==> src/rtl/trace_pkg.sv <==
// Shared state type and entry sizing for the trace capture block.
// Defining TRACE_TIMESTAMP_EN appends a TS_W-bit timestamp to every stored entry.
package trace_pkg;

   typedef enum logic [2:0] {IDLE, ARMED, POST, DONE, READ} trace_state_t;

   localparam int TS_W = 16;

   function automatic int entry_w(input int data_w);
`ifdef TRACE_TIMESTAMP_EN
      return 3*data_w + TS_W;
`else
      return 3*data_w;
`endif
   endfunction

endpackage

==> src/rtl/trace_ram.sv <==
// DEPTH x W simple dual-port RAM: one write port, one registered read port (1-cycle latency).
// The read register resets so the trace output is clean out of reset.
module trace_ram #(
   parameter int DEPTH = 32,
   parameter int W     = 48
) (
   input  logic                     clk_i,
   input  logic                     rst_ni,
   input  logic                     we_i,
   input  logic [$clog2(DEPTH)-1:0] waddr_i,
   input  logic [W-1:0]             wdata_i,
   input  logic                     re_i,
   input  logic [$clog2(DEPTH)-1:0] raddr_i,
   output logic [W-1:0]             rdata_o
);

   logic [W-1:0] mem [DEPTH];
   logic [W-1:0] rdata_q;

   always_ff @(posedge clk_i) begin
      if (we_i) mem[waddr_i] <= wdata_i;
   end

   always_ff @(posedge clk_i or negedge rst_ni) begin
      if (!rst_ni)   rdata_q <= '0;
      else if (re_i) rdata_q <= mem[raddr_i];
   end

   assign rdata_o = rdata_q;

endmodule

==> src/rtl/trace_capture.sv <==
// Debug trace buffer: rings {pc, instr, alu} on each PC update, freezes POST_TRIG samples
// after a PC match, then streams entries oldest-first. Optional TRACE_TIMESTAMP_EN adds stamps.
module trace_capture
   import trace_pkg::*;
#(
   parameter int DATA_W    = 16,
   parameter int DEPTH     = 32,
   parameter int POST_TRIG = 8
) (
   input  logic                         CLK,
   input  logic                         RST_N,
   input  logic                         arm,
   input  logic                         abort,
   input  logic                         sample_en,
   input  logic [DATA_W-1:0]            trig_pc,
   input  logic [DATA_W-1:0]            pc_val,
   input  logic [DATA_W-1:0]            instr,
   input  logic [DATA_W-1:0]            alu_out,
   input  logic                         rd_req,
   output logic [entry_w(DATA_W)-1:0]   rd_data,
   output logic                         rd_valid,
   output logic                         rd_last,
   output logic                         busy,
   output logic                         done,
   output logic [$clog2(DEPTH):0]       count
);

   localparam int ENTRY_W = entry_w(DATA_W);
   localparam int PTR_W   = $clog2(DEPTH);
   localparam int CNT_W   = PTR_W + 1;
   localparam logic [CNT_W-1:0] FULL   = CNT_W'(DEPTH);
   localparam logic [CNT_W-1:0] POST_N = CNT_W'(POST_TRIG);

   trace_state_t      state_q, state_d;
   logic [PTR_W-1:0]  wr_ptr_q, wr_ptr_d, rd_ptr_q, rd_ptr_d, rd_addr, rd_start;
   logic              wrapped_q, wrapped_d;
   logic [CNT_W-1:0]  count_q, count_d, post_cnt_q, post_cnt_d, rd_cnt_q, rd_cnt_d, rd_idx;
   logic              rd_valid_q, rd_last_q;
   logic              we, rd_issue, rd_is_last;
   logic [ENTRY_W-1:0] wdata;

   // History is only written while capturing; abort blocks both write and read issue.
   assign we         = !abort && sample_en && (state_q == ARMED || state_q == POST);
   assign rd_issue   = !abort && rd_req && (state_q == DONE || state_q == READ);
   assign rd_start   = wrapped_q ? wr_ptr_q : '0;
   assign rd_addr    = (state_q == DONE) ? rd_start : rd_ptr_q;
   assign rd_idx     = (state_q == DONE) ? '0 : rd_cnt_q;
   assign rd_is_last = (rd_idx == count_q - 1'b1);

`ifdef TRACE_TIMESTAMP_EN
   logic [TS_W-1:0] ts_q, ts_d, ts_stamp;

   // Stamp = cycles elapsed since arm, saturating.
   assign ts_stamp = (ts_q == '1) ? ts_q : ts_q + 1'b1;
   assign ts_d     = (!abort && arm && state_q == IDLE) ? '0 : ts_stamp;

   always_ff @(posedge CLK or negedge RST_N) begin
      if (!RST_N) ts_q <= '0;
      else        ts_q <= ts_d;
   end

   assign wdata = {pc_val, instr, alu_out, ts_stamp};
`else
   assign wdata = {pc_val, instr, alu_out};
`endif

   always_ff @(posedge CLK or negedge RST_N) begin
      if (!RST_N) begin
         state_q    <= IDLE;
         wr_ptr_q   <= '0;
         wrapped_q  <= 1'b0;
         count_q    <= '0;
         post_cnt_q <= '0;
         rd_ptr_q   <= '0;
         rd_cnt_q   <= '0;
         rd_valid_q <= 1'b0;
         rd_last_q  <= 1'b0;
      end else begin
         state_q    <= state_d;
         wr_ptr_q   <= wr_ptr_d;
         wrapped_q  <= wrapped_d;
         count_q    <= count_d;
         post_cnt_q <= post_cnt_d;
         rd_ptr_q   <= rd_ptr_d;
         rd_cnt_q   <= rd_cnt_d;
         rd_valid_q <= rd_issue;
         rd_last_q  <= rd_issue && rd_is_last;
      end
   end

   always_comb begin
      state_d    = state_q;
      wr_ptr_d   = wr_ptr_q;
      wrapped_d  = wrapped_q;
      count_d    = count_q;
      post_cnt_d = post_cnt_q;
      rd_ptr_d   = rd_ptr_q;
      rd_cnt_d   = rd_cnt_q;
      if (abort) begin
         state_d = IDLE;
         count_d = '0;
      end else begin
         unique case (state_q)
            IDLE: if (arm) begin
               state_d   = ARMED;
               wr_ptr_d  = '0;
               wrapped_d = 1'b0;
               count_d   = '0;
            end
            ARMED, POST: if (sample_en) begin
               wr_ptr_d = wr_ptr_q + 1'b1;
               if (wr_ptr_q == '1)   wrapped_d = 1'b1;
               if (count_q != FULL)  count_d   = count_q + 1'b1;
               if (state_q == ARMED) begin
                  if (pc_val == trig_pc) begin
                     post_cnt_d = '0;
                     state_d    = (POST_TRIG == 0) ? DONE : POST;
                  end
               end else begin
                  post_cnt_d = post_cnt_q + 1'b1;
                  if (post_cnt_q + 1'b1 == POST_N) state_d = DONE;
               end
            end
            DONE, READ: if (rd_req) begin
               rd_ptr_d = rd_addr + 1'b1;
               rd_cnt_d = rd_idx + 1'b1;
               state_d  = rd_is_last ? IDLE : READ;
            end
            default: state_d = IDLE;
         endcase
      end
   end

   // Abort also kills a response already on its way out.
   always_comb begin
      busy     = (state_q == ARMED) || (state_q == POST);
      done     = (state_q == DONE)  || (state_q == READ);
      rd_valid = rd_valid_q && !abort;
      rd_last  = rd_last_q  && !abort;
      count    = count_q;
   end

   trace_ram #(.DEPTH(DEPTH), .W(ENTRY_W)) u_ram (
      .clk_i   (CLK),
      .rst_ni  (RST_N),
      .we_i    (we),
      .waddr_i (wr_ptr_q),
      .wdata_i (wdata),
      .re_i    (rd_issue),
      .raddr_i (rd_addr),
      .rdata_o (rd_data)
   );

endmodule

==> config.mk <==
export PLATFORM = sky130hd
export DESIGN_NAME = trace_capture
export DESIGN_NICKNAME = d
export VERILOG_FILES = /design/src/rtl/trace_pkg.sv /design/src/rtl/trace_ram.sv /design/src/rtl/trace_capture.sv
export SDC_FILE = /design/constraint.sdc
export NUM_CORES = 2
export LEC_CHECK = 0
export ABC_AREA = 1
export CAP_MARGIN = 10
export CORE_ASPECT_RATIO = 0.9
export CORE_MARGIN = 4
export CORE_UTILIZATION = 60
export DETAILED_ROUTE_END_ITERATION = 8
export HOLD_SLACK_MARGIN = 0.06
export PLACE_DENSITY = 0.77
export SLEW_MARGIN = 20
export SYNTH_ARGS = -nofsm -noshare
export SYNTH_HDL_FRONTEND = slang
export SYNTH_SLANG_ARGS = --single-unit
==> constraint.sdc <==
create_clock -name CLK -period 5.6 [get_ports CLK]
set_input_delay 1.4 -clock CLK [delete_from_list [all_inputs] [get_ports CLK]]
set_output_delay 1.4 -clock CLK [all_outputs]
set_load 0.01 [all_outputs]
==> key figures <==
Detailed routing
  • Drt pass-1 iters: 6
  • Drt drc: 0
  • Vias per cell: 6.10
  • Routed len/inst: 23.4 um
  • Final WL: 175000 um
  • Final ANT Viol Nets: 0
  • Via count: 45700
  • DR iter-0 viols: 6837

Timing
  • Layout Skew: 0.0267 ns
  • RSZ-0062 raised after global routing: no
  • # setup viols final: 0
  • Final Cycle Share: 0.784
  • Setup WS post-layout: 1.21 ns
  • Final Slew Violations: 0
  • Crit path time final: 4.39 ns
  • Total Neg Setup Slack: 0 ns
  • Worst slew margin: 0.235
  • FMAX: 0.228 GHz
  • Final hold vios: 0
  • Worst-Margin Slew: 1.15 ns

CTS
  • Hold_buf cts: 0
  • Clk Latency, worst-skew pair: 0.76 ns
  • CTS tree: done
  • Clock slew at reported path FFs: 0.06 ns
  • H-tree Lvls: 4
  • Post-CTS Resized: 0
  • Clock Sink Count: 1618
  • Post-CTS Setup Bufs: 0
  • Max clock buf depth: 3
  • CTS root buffer: clkbuf_16
  • Num CTS Buffers: 154

Global routing
  • Met1 Usage GRT: 0.428
  • Initial antenna violation count: 1
  • GRT met3 Usage: 0.0558
  • GR Util met2: 0.475
  • Vias in the first global route: 44000
  • GR Overflow Total: 0
  • GR peak layer: met2
  • GRT Overall Usage: 0.303
  • Largest net degree at the start of global routing: 138
  • First-pass GRT wire length: 263000 um

Power and ir drop
  • VDD IR-drop max: 0.359 mV
  • Switching share of power: 0.325
  • Reg power frac: 0.417
  • Clock share of power: 0.320
  • Leakage power: 28.0 nW
  • Combinational power share: 0.263
  • Net Switching: 10.7 mW
  • Int Pwr: 22.3 mW
  • Pwr dens: 444 nW/um^2

Yosys
  • Post-synth EDFFs: 1536
  • Synth Net Count: 5898
  • Synth Area per Inst: 11.3 um^2
  • Most common cell in the synthesized netlist: nand2_1
  • Synthesized cell area: 66000 um^2
  • Number of synthesized register bits: 1618
  • Ys flop type: edfxtp_1
  • Syn. warnings: 0
  • Gate Count Post-Synth: 5818
  • Synth area leader: edfxtp_1
  • Sequential area share after synthesis: 0.730
  • Commonest cells post-synth: nand2_1, edfxtp_1, nand3_1, nor2_1, a21oi_1
  • Share of the synthesized area in the top cell type: 0.699
  • Post-synth cell types: 32
  • Fraction of registers with async set/reset: 0.0507
  • Synth area leaders: edfxtp_1, nand2_1, nand3_1, dfrtp_1, a21oi_1

Setup path
  • Critical path data required time: 4.20 ns
  • FF-to-FF End: u_ram.rdata_o[45]
  • Reg2reg start: state_q[2]
  • Crit-path max FO: 7
  • Worst setup SP type: register
  • Critical path type: register to output pin
  • R2r setup slk: 1.43 ns
  • R2R depth: 14
  • Critical Path End Type: output pin
  • Crit path arrival time: 2.99 ns

Floorplanning
  • Die outline height: 323 um
  • Starting Density: 0.604
  • # rows: 115
  • I/O Pins: 128
  • Die Area: 115000 um^2
  • Die W: 358 um
  • Core area: 109000 um^2

Status
  • Outcome: complete, no violations

Final layout
  • Layout area overhead: 12.5%
  • Layout cells sized above 1: 0.0716
  • Total Nets Final: 5991
  • Area taken by flip-flops and latches: 48200 um^2
  • Multi-input gate area: 16300 um^2
  • Filler instances: 7295
  • Final Util: 0.680
  • Cell Count, Final, Fillers Out: 7498

Place
  • DP Worst Slack: 0.975 ns
  • Count of input and output buffers: 127
  • # placed instances: 7217
  • RD Place Congestion: 0.839
  • Detailed placement HPWL: 94400 um

Min path
  • Worst Hold End: u_ram.rdata_o[28]
  • Hold Path Origin: u_ram.rdata_o[28]
  • Hold crit path type: register to register
  • Hold Path Depth: 2

Run
  • Maxcap violations: 0
stage by stage:
stage,hold slack [ns],cell area (um^2),total power [mW]
6_report,0.475,74300,33.0
5_1_grt,0.499,74300,34.5
4_1_cts,0.480,74400,33.0
3_5_place_dp,0.465,69300,22.5
3_3_place_gp,0.458,69300,22.3
2_1_floorplan,0.442,66000,19.7
placed cells by master (no fill, tap or decap), drive strengths merged, types with 2 or more instances in the layout:
cell type	Yosys	layout
edfxtp	1536	1536
ha	10	10
nand4	9	9
a21oi	200	200
nor2	215	215
clkinvlp	0	6
inv	61	69
nor3	14	14
bufinv	0	17
clkdlybuf4s50	0	112
clkbuf	81	198
xor2	18	18
buf	252	158
nand2	2410	2410
nand3	895	895
a31oi	2	2
dfrtp	82	82
o21ai	25	25
clkinv	0	51
xnor2	4	4
logic make-up (layout without fill, tap and decap cells):
kind of cell | after synthesis | after routing | share of synthesized area
AO/OA/AOI/OAI | 230 | 230 | 0.0176
XOR/XNOR | 22 | 22 | 0.00292
adder cells (fa/ha/maj) | 10 | 10 | 0.00190
buffers and inverters | 394 | 611 | 0.0279
flip-flops | 1618 | 1618 | 0.730
other | 0 | 1 | 0
AND/OR/NAND/NOR | 3544 | 3544 | 0.220
power groups by stage:
| stage | sequential, mW | combinational (mW) | clock, mW |
|---|---|---|---|
| final | 13.8 | 8.69 | 10.6 |
| after CTS | 13.8 | 8.62 | 10.6 |
| after global placement | 14.0 | 8.31 | 0 |
| after global routing | 13.8 | 9.53 | 11.2 |
| after detailed placement | 14.0 | 8.49 | 0 |
| after floorplan | 14.1 | 5.66 | 0 |
flip-flops by register name, summed over array words and instances, names as in the netlist, 3 cells and up:
register       count
rd_cnt_q           6
wr_ptr_q           5
u_ram.mem       1536
count              6
rd_ptr_q           5
u_ram.rdata_o     48
state_q            3
post_cnt_q         6
worst max-delay path, cell delays in order (launching register included):
cell	delay [ns]
dfrtp_1	0.45
inv_2	0.11
nand2_1	0.16
nor2_1	0.82
clkdlybuf4s50_1	0.70
worst max path at each step:
stage                     startpoint           endpoint  slack (ns)  cells after the start
final                     state_q[2]               busy        1.21                      4
after floorplan                abort    u_ram.mem[0][0]        0.84                      8
after global placement         abort  u_ram.mem[31][33]        0.92                     10
after detailed placement       abort  u_ram.mem[31][34]        0.98                     10
after global routing      state_q[2]               busy        1.12                      4
after CTS                 state_q[2]               busy        1.21                      4
per-layer routing:
layer / share of wire / vias up
met5: 0 / -
li1: - / 20200
met2: 0.47 / 3272
met4: 0.038 / 0
met3: 0.12 / 436
met1: 0.37 / 21800
area by class of cell:
| cell class | count | area share |
|---|---|---|
| antenna | 1 | 0.0000337 |
| clock buffer | 198 | 0.0569 |
| clock inverter | 82 | 0.0117 |
| inverter | 61 | 0.00344 |
| multi-input combinational | 3806 | 0.220 |
| sequential | 1618 | 0.648 |
| tap | 1462 | 0.0246 |
| timing repair buffer | 270 | 0.0353 |
Power figures use the tool's default switching activity.
